--- config.mk ---
export PLATFORM = sky130hd
export DESIGN_NAME = rgb_tdm_demux_flat
export DESIGN_NICKNAME = d
export VERILOG_FILES = /design/src/rtl/rgb_tdm_demux_pkg.sv /design/src/rtl/rgb_tdm_demux_if.sv /design/src/rtl/rgb_tdm_demux_slot_capture.sv /design/src/rtl/rgb_tdm_demux.sv /design/src/flat_wrapper.sv
export SDC_FILE = /design/constraint.sdc
export NUM_CORES = 1
export LEC_CHECK = 0
export ABC_CLOCK_PERIOD_IN_PS = 1860
export BUFFER_PORTS_ARGS = -buffer_cell sky130_fd_sc_hd__buf_2
export CORE_UTILIZATION = 50
export DETAILED_ROUTE_END_ITERATION = 8
export HOLD_SLACK_MARGIN = 0.03
export PLACE_DENSITY = 0.83
export SLEW_MARGIN = 25
export SYNTH_ARGS = -nofsm -noshare
export SYNTH_HDL_FRONTEND = slang
export SYNTH_SLANG_ARGS = --single-unit
--- constraint.sdc ---
create_clock -name clk -period 1.86 [get_ports clk]
set_input_delay 0.279 -clock clk [delete_from_list [all_inputs] [get_ports clk]]
set_output_delay 0.279 -clock clk [all_outputs]
set_load 0.02 [all_outputs]
--- src/rtl/rgb_tdm_demux_pkg.sv ---
// -----------------------------------------------------------------------------
// rgb_link_pkg
// Shared constants and types for the receive side of the 4:1 time-division
// RGB link.
//   SLOTS  : beats per frame (slots per colour channel), power of two >= 2
//   SEL_W  : width of the remote mux select / slot counter, log2(SLOTS)
//   CH     : number of colour channels (R, G, B)
//   FCNT_W : width of the completed-frame counter
// -----------------------------------------------------------------------------
package rgb_link_pkg;

    localparam int SLOTS  = 4;
    localparam int SEL_W  = 2;
    localparam int CH     = 3;
    localparam int FCNT_W = 8;

    // Channel positions inside in_bit and out_word
    localparam int CH_R = 0;
    localparam int CH_G = 1;
    localparam int CH_B = 2;

    // HUNT: waiting for a sync beat; COLLECT: mid-frame
    typedef enum logic [0:0] {
        HUNT    = 1'b0,
        COLLECT = 1'b1
    } state_t;

endpackage : rgb_link_pkg

--- src/rtl/rgb_tdm_demux_if.sv ---
// -----------------------------------------------------------------------------
// rgb_tdm_demux_if
// Bundles the serial beat inputs and the reassembled-frame outputs of the
// RGB TDM receiver.
//   in_valid  : beat qualifier
//   in_sync   : beat is slot 0 of a frame
//   in_bit    : one serial bit per colour channel
//   sel_out   : slot expected on the next accepted beat (remote mux select)
//   out_word  : last complete frame, bit [c*SLOTS+s] = channel c, slot s
//   out_valid : one-cycle pulse when out_word updates
//   sync_err  : one-cycle pulse on an early sync
//   frame_cnt : completed-frame counter, wraps
// Modports: master = beat source / frame consumer, slave = the receiver.
// -----------------------------------------------------------------------------
interface rgb_tdm_demux_if
    import rgb_link_pkg::*;
#(
    parameter int P_SLOTS  = SLOTS,
    parameter int P_SEL_W  = SEL_W,
    parameter int P_CH     = CH,
    parameter int P_FCNT_W = FCNT_W
) ();

    logic                      in_valid;
    logic                      in_sync;
    logic [P_CH-1:0]           in_bit;
    logic [P_SEL_W-1:0]        sel_out;
    logic [P_CH*P_SLOTS-1:0]   out_word;
    logic                      out_valid;
    logic                      sync_err;
    logic [P_FCNT_W-1:0]       frame_cnt;

    modport master (
        output in_valid, in_sync, in_bit,
        input  sel_out, out_word, out_valid, sync_err, frame_cnt
    );

    modport slave (
        input  in_valid, in_sync, in_bit,
        output sel_out, out_word, out_valid, sync_err, frame_cnt
    );

endinterface : rgb_tdm_demux_if

--- src/rtl/rgb_tdm_demux_slot_capture.sv ---
// -----------------------------------------------------------------------------
// tdm_slot_capture
// One colour channel's partial-frame register: SLOTS bits, one per slot,
// written one bit at a time at the slot index supplied by the frame FSM.
//   clk, rst_n : clock, asynchronous active-low reset (clears the partial frame)
//   wr_en      : write the incoming bit this cycle
//   wr_slot    : slot position to write
//   bit_in     : serial bit for this channel
//   bits_next  : register contents including this cycle's write, so the top
//                can latch a complete frame on the same edge as its last beat
// -----------------------------------------------------------------------------
module tdm_slot_capture #(
    parameter int SLOTS = 4,
    parameter int SEL_W = 2
) (
    input  logic             clk,
    input  logic             rst_n,
    input  logic             wr_en,
    input  logic [SEL_W-1:0] wr_slot,
    input  logic             bit_in,
    output logic [SLOTS-1:0] bits_next
);

    logic [SLOTS-1:0] bits_r;

    // Next partial-frame value: merge the incoming bit at its slot
    always_comb begin
        bits_next = bits_r;
        if (wr_en) begin
            bits_next[wr_slot] = bit_in;
        end else begin
            bits_next = bits_r;
        end
    end

    // Partial-frame storage
    always_ff @(posedge clk or negedge rst_n) begin
        if (!rst_n) begin
            bits_r <= {SLOTS{1'b0}};
        end else begin
            bits_r <= bits_next;
        end
    end

endmodule : tdm_slot_capture

--- src/rtl/rgb_tdm_demux.sv ---
// -----------------------------------------------------------------------------
// rgb_tdm_demux
// Receive side of the 4:1 time-division RGB link. Drives the remote select
// as a slot counter, samples one bit per colour channel on each accepted
// beat, and publishes each completed 12-bit frame with a valid strobe,
// an early-sync error strobe and a wrapping frame counter.
//   clk   : system clock, rising edge
//   rst_n : asynchronous active-low reset
//   bus   : rgb_tdm_demux_if.slave (beat inputs, frame outputs)
// -----------------------------------------------------------------------------
module rgb_tdm_demux
    import rgb_link_pkg::*;
(
    input  logic              clk,
    input  logic              rst_n,
    rgb_tdm_demux_if.slave    bus
);

    localparam logic [SEL_W-1:0] LAST_SLOT = SEL_W'(SLOTS - 1);
    localparam logic [SEL_W-1:0] SLOT_ZERO = {SEL_W{1'b0}};
    localparam logic [SEL_W-1:0] SLOT_ONE  = SEL_W'(1);

    state_t                        state_r;
    logic [SEL_W-1:0]              slot_r;
    logic                          wr_en_s;
    logic [SEL_W-1:0]              wr_slot_s;
    logic [CH-1:0][SLOTS-1:0]      frame_next_s;
    logic [CH*SLOTS-1:0]           out_word_r;
    logic                          out_valid_r;
    logic                          sync_err_r;
    logic [FCNT_W-1:0]             frame_cnt_r;

    // Capture enable: any sync beat restarts at slot 0; plain beats are kept
    // only mid-frame (a plain beat while hunting is discarded)
    always_comb begin
        wr_en_s   = 1'b0;
        wr_slot_s = slot_r;
        if (bus.in_valid) begin
            if (bus.in_sync) begin
                wr_en_s   = 1'b1;
                wr_slot_s = SLOT_ZERO;
            end else if (state_r == COLLECT) begin
                wr_en_s   = 1'b1;
                wr_slot_s = slot_r;
            end else begin
                wr_en_s   = 1'b0;
            end
        end else begin
            wr_en_s = 1'b0;
        end
    end

    for (genvar c = 0; c < CH; c++) begin : g_chan
        tdm_slot_capture #(
            .SLOTS (SLOTS),
            .SEL_W (SEL_W)
        ) u_capture (
            .clk       (clk),
            .rst_n     (rst_n),
            .wr_en     (wr_en_s),
            .wr_slot   (wr_slot_s),
            .bit_in    (bus.in_bit[c]),
            .bits_next (frame_next_s[c])
        );
    end

    // Frame FSM with slot counter and registered frame/strobe outputs.
    // Completing a frame returns to HUNT on the same edge, so a sync on the
    // very next beat starts the next frame with no bubble.
    always_ff @(posedge clk or negedge rst_n) begin
        if (!rst_n) begin
            state_r     <= HUNT;
            slot_r      <= SLOT_ZERO;
            out_word_r  <= {(CH*SLOTS){1'b0}};
            out_valid_r <= 1'b0;
            sync_err_r  <= 1'b0;
            frame_cnt_r <= {FCNT_W{1'b0}};
        end else begin
            out_valid_r <= 1'b0;
            sync_err_r  <= 1'b0;
            if (bus.in_valid) begin
                case (state_r)
                    HUNT: begin
                        if (bus.in_sync) begin
                            slot_r  <= SLOT_ONE;
                            state_r <= COLLECT;
                        end else begin
                            slot_r  <= SLOT_ZERO;
                            state_r <= HUNT;
                        end
                    end
                    COLLECT: begin
                        if (bus.in_sync) begin
                            // Early sync: drop the partial frame, restart at slot 1
                            sync_err_r <= 1'b1;
                            slot_r     <= SLOT_ONE;
                            state_r    <= COLLECT;
                        end else if (slot_r == LAST_SLOT) begin
                            out_word_r  <= frame_next_s;
                            out_valid_r <= 1'b1;
                            frame_cnt_r <= frame_cnt_r + FCNT_W'(1);
                            slot_r      <= SLOT_ZERO;
                            state_r     <= HUNT;
                        end else begin
                            slot_r <= slot_r + SLOT_ONE;
                        end
                    end
                    default: begin
                        slot_r  <= SLOT_ZERO;
                        state_r <= HUNT;
                    end
                endcase
            end else begin
                slot_r  <= slot_r;
                state_r <= state_r;
            end
        end
    end

    assign bus.sel_out   = slot_r;
    assign bus.out_word  = out_word_r;
    assign bus.out_valid = out_valid_r;
    assign bus.sync_err  = sync_err_r;
    assign bus.frame_cnt = frame_cnt_r;

endmodule : rgb_tdm_demux

--- src/flat_wrapper.sv ---
// flat-port wrapper written by rule: the top's interface ports become plain ports
module rgb_tdm_demux_flat import rgb_link_pkg::*;
  (clk, rst_n, bus_in_valid, bus_in_sync, bus_in_bit, bus_sel_out, bus_out_word, bus_out_valid, bus_sync_err, bus_frame_cnt);
  rgb_tdm_demux_if bus_i ();
  input  logic clk;
  input  logic rst_n;
  input wire logic [$bits(bus_i.in_valid)-1:0] bus_in_valid;
  input wire logic [$bits(bus_i.in_sync)-1:0] bus_in_sync;
  input wire logic [$bits(bus_i.in_bit)-1:0] bus_in_bit;
  output wire logic [$bits(bus_i.sel_out)-1:0] bus_sel_out;
  output wire logic [$bits(bus_i.out_word)-1:0] bus_out_word;
  output wire logic [$bits(bus_i.out_valid)-1:0] bus_out_valid;
  output wire logic [$bits(bus_i.sync_err)-1:0] bus_sync_err;
  output wire logic [$bits(bus_i.frame_cnt)-1:0] bus_frame_cnt;
  assign bus_i.in_valid = bus_in_valid;
  assign bus_i.in_sync = bus_in_sync;
  assign bus_i.in_bit = bus_in_bit;
  assign bus_sel_out = bus_i.sel_out;
  assign bus_out_word = bus_i.out_word;
  assign bus_out_valid = bus_i.out_valid;
  assign bus_sync_err = bus_i.sync_err;
  assign bus_frame_cnt = bus_i.frame_cnt;
  rgb_tdm_demux u_core (.clk(clk), .rst_n(rst_n), .bus(bus_i));
endmodule
==> out/results.tsv <==
stage	metric	value	unit
global_routing	first-pass GRT wire length	5390	um
synth	post-synthesis area per instance	10.9	um^2
floorplanning	# rows	20	
routing	post-route ant nets	0	
critical_path	Critical Path AT	1.94	ns
synth	Ys Warns	0	
worst_hold_path	Min-Delay Path Class	primary input to flop	
global_routing	GRT Total Usage	21.1	%
floorplanning	Starting Density	53.2	%
clocking	H-tree Lvls	2	
cells_and_area	Diodes inserted	0	
critical_path	CP max FO	16	
clocking	CTS sink cnt	37	
critical_path	Crit. End Element	flop	
sta	period utilization	89.0	%
global_routing	vias in the first global route	1209	
synth	FF+latch count, synth	37	
sta	Fin. Hold Viols	0	
critical_path	worst path bufs/invs	2	
clocking	CTS clk-pin slew, worst paths	0.10	ns
routing	DRC	0	
clocking	Clk Latency, worst-skew pair	0.34	ns
sta	fin crit period	1.66	ns
routing	drt first pass iters	7	
cells_and_area	Area growth, synth to finish	14.0	%
routing	overall via count from detail_route	1238	
synth	post-synthesis sequential area ratio	56.5	%
critical_path	startpoint types	flop	
sta	max frequency	0.604	GHz
job	Max-cap violations	0	
floorplanning	core area	0.00308	mm^2
sta	Slew Viols, Final	0	
floorplanning	Die Ht	59.2	um
global_routing	pin count of the biggest net entering global routing	38	
routing	post-DR wirelength/cell	13.9	um
sta	final setup margin	0.204	ns
sta	hold_ws	0.243	ns
routing	WL met2	1570	um
synth	Post-Syn Area	0.00164	mm^2
placed_design	placed cell area	0.00180	mm^2
floorplanning	Horiz. Die Dim	59.2	um
floorplanning	Die Footprint	0.00351	mm^2
synth	Synth top area share	56.5	%
sta	final setup violation count	0	
placed_design	post-place setup slack	0.163	ns
placed_design	Final HPWL DP	2280	um
critical_path	Crit Path Category	flop to flop	
routing	DR WL met3	158	um
routing	Post-Route WL	3160	um
critical_path	CP top delay family	flip-flops	
cells_and_area	Seq. cell area	926	um^2
placed_design	Routability Congestion	0.836	
global_routing	initial antenna violation count	0	
pwr	Lkg Pwr	0.939	nW
critical_path	critical-path cell list	ha_1 > nand4b_4 > inv_4 > buf_4 > o211ai_1 > nand3_1	
outcome	status	finished clean	
cells_and_area	NumNets Final	192	
routing	DR iter-0 viols	36	
routing	Max Used Layer	met4	
sta	Fin Clk Skew	0.00554	ns
synth	top post-synthesis cells by area	dfrtp_1 (57%), nand2_1 (4.1%), xnor2_1 (3.7%)	
cells_and_area	area occupied by multi-input gates	646	um^2
routing	via/cell ratio	5.43	
placed_design	I/O Buffers	30	
sta	Slew @ Worst Pin	0.764	ns
clocking	Num CTS Buffers	5	
global_routing	total grt overflow	0	
routing	met1 wire length	1380	um
synth	number of library cell types mapped by synthesis	33	
clocking	Post-CTS Setup Bufs	0	
cells_and_area	layout cells sized above 1	25.5	%
sta	Slew HR	49.1	%
synth	cell taking the most area after synthesis	dfrtp_1	
critical_path	Critical Path RT	2.15	ns
sta	RSZ-0062 raised after global routing	false	
synth	syn nets	159	
sta	setup_tns	0	ns
critical_path	Worst path slowest cell	dfrtp_1	
synth	Mapped Cells	150	
clocking	Root Buffer Master	clkbuf_4	
cells_and_area	commonest non-fill, non-tap cell in the layout	dfrtp_1	
cells_and_area	fin area	0.00187	mm^2
floorplanning	IO Count	31	
cells_and_area	Layout fillers	276	
pwr	VDD IR-drop max	0.000737	V
cells_and_area	commonest non-fill, non-tap cells in the layout	dfrtp_1 (37), buf_2 (30), nand2_1 (18)	
pwr	cell area power density	1310	mW/mm^2
clocking	CTS tree	built	
critical_path	slowest cell delay on critical path	0.47	ns
clocking	clock buffer depth	2	
==> cells in the mapped netlist, drive strengths merged <==
cell	number
nand4b	3
nor2	11
and4	1
o21ai	12
nand3	10
ha	2
buf	6
a21bo	3
and2	2
nand2b	1
nand3b	1
a31oi	9
clkbuf	1
nor2b	1
dfrtp	37
inv	3
nand2	18
nand4	6
nor3b	1
mux2	3
and3	2
a21oi	3
and4bb	1
and4b	1
nand4bb	1
xnor2	7
o211ai	3
and3b	1
==> cell type report <==
cell class	instances	area share, %
well taps	44	2.95
inverters	3	0.737
clock inverters	2	0.536
multi-input cells	103	34.6
clock buffers	6	2.21
repair buffers	33	9.38
flip-flops and latches	37	49.6
==> registers in the layout (all words and copies together) (netlist names) <==
register	flops
u_core.bus.sel_out	2
u_core.bus.out_valid	1
u_core.bus.sync_err	1
u_core.bus.frame_cnt	8
u_core.state_r	1
u_core.bus.out_word	12
u_core.g_chan.u_capture.bits_r	12
==> repair_timing <==
action | CTS | global route
endpoints found under the setup margin | 0 | 2
hold endpoints to repair | 37 | 0
hold buffers | 1 | 0
resized for setup | 0 | 1
==> routing by layer <==
| metal | up-vias | global-route usage [%] |
|---|---|---|
| met4 | 0 | 8.16 |
| met5 | - | 0 |
| li1 | 598 | - |
| met1 | 601 | 24.7 |
| met3 | 6 | 6.77 |
| met2 | 33 | 36.0 |
==> power breakdown <==
| group | internal (mW) | switching, mW |
|---|---|---|
| sequential | 1.07 | 0.159 |
| clock | 0.144 | 0.256 |
| combinational | 0.322 | 0.497 |
==> metrics by stage <==
| step | total power, mW | cells | util [%] |
|---|---|---|---|
| final | 2.45 | 228 | 60.7 |
| after global routing | 2.63 | 228 | 60.7 |
| after CTS | 2.47 | 228 | 60.6 |
| after detailed placement | 2.07 | 219 | 58.6 |
| after global placement | 2.03 | 219 | 58.6 |
| after floorplan | 1.78 | 150 | - |
==> worst register-to-register path, delay by kind of cell, from the launching register on <==
kind	cells	cell delay (ns)
buffers and inverters	2	0.42
DFF	1	0.47
adders and majority gates	1	0.28
and+or+nand+nor	2	0.30
AOI/OAI and AO/OA	1	0.13
==> worst paths after layout <==
check                      slack [ns]  cells after the start                                   end                    start
min                              0.24                      2  u_core.g_chan[1].u_capture.bits_r[2]            bus_in_bit[1]
min reg2reg                      0.47                      1               u_core.bus.frame_cnt[7]  u_core.bus.frame_cnt[7]
max                              0.20                      6                u_core.bus.out_word[5]    u_core.bus.sel_out[1]
max in group asynchronous        0.85                      2                u_core.bus.out_word[1]                    rst_n
min in group asynchronous        0.53                      2                 u_core.bus.sel_out[1]                    rst_n
max reg2reg                      0.20                      6                u_core.bus.out_word[5]    u_core.bus.sel_out[1]
==> cells by family (layout without fill, tap and decap cells) <==
| group | Yosys count | after routing | synth area share (%) |
|---|---|---|---|
| AND/OR/NAND/NOR | 61 | 61 | 20.9 |
| multiplexers | 3 | 3 | 2.06 |
| AO/OA/AOI/OAI | 30 | 30 | 11.2 |
| flip-flops | 37 | 37 | 56.5 |
| XOR/XNOR | 7 | 7 | 3.74 |
| buffers and inverters | 10 | 44 | 4.05 |
| adder cells (fa/ha/maj) | 2 | 2 | 1.53 |
Note: power is estimated with default switching activity, not from simulation.
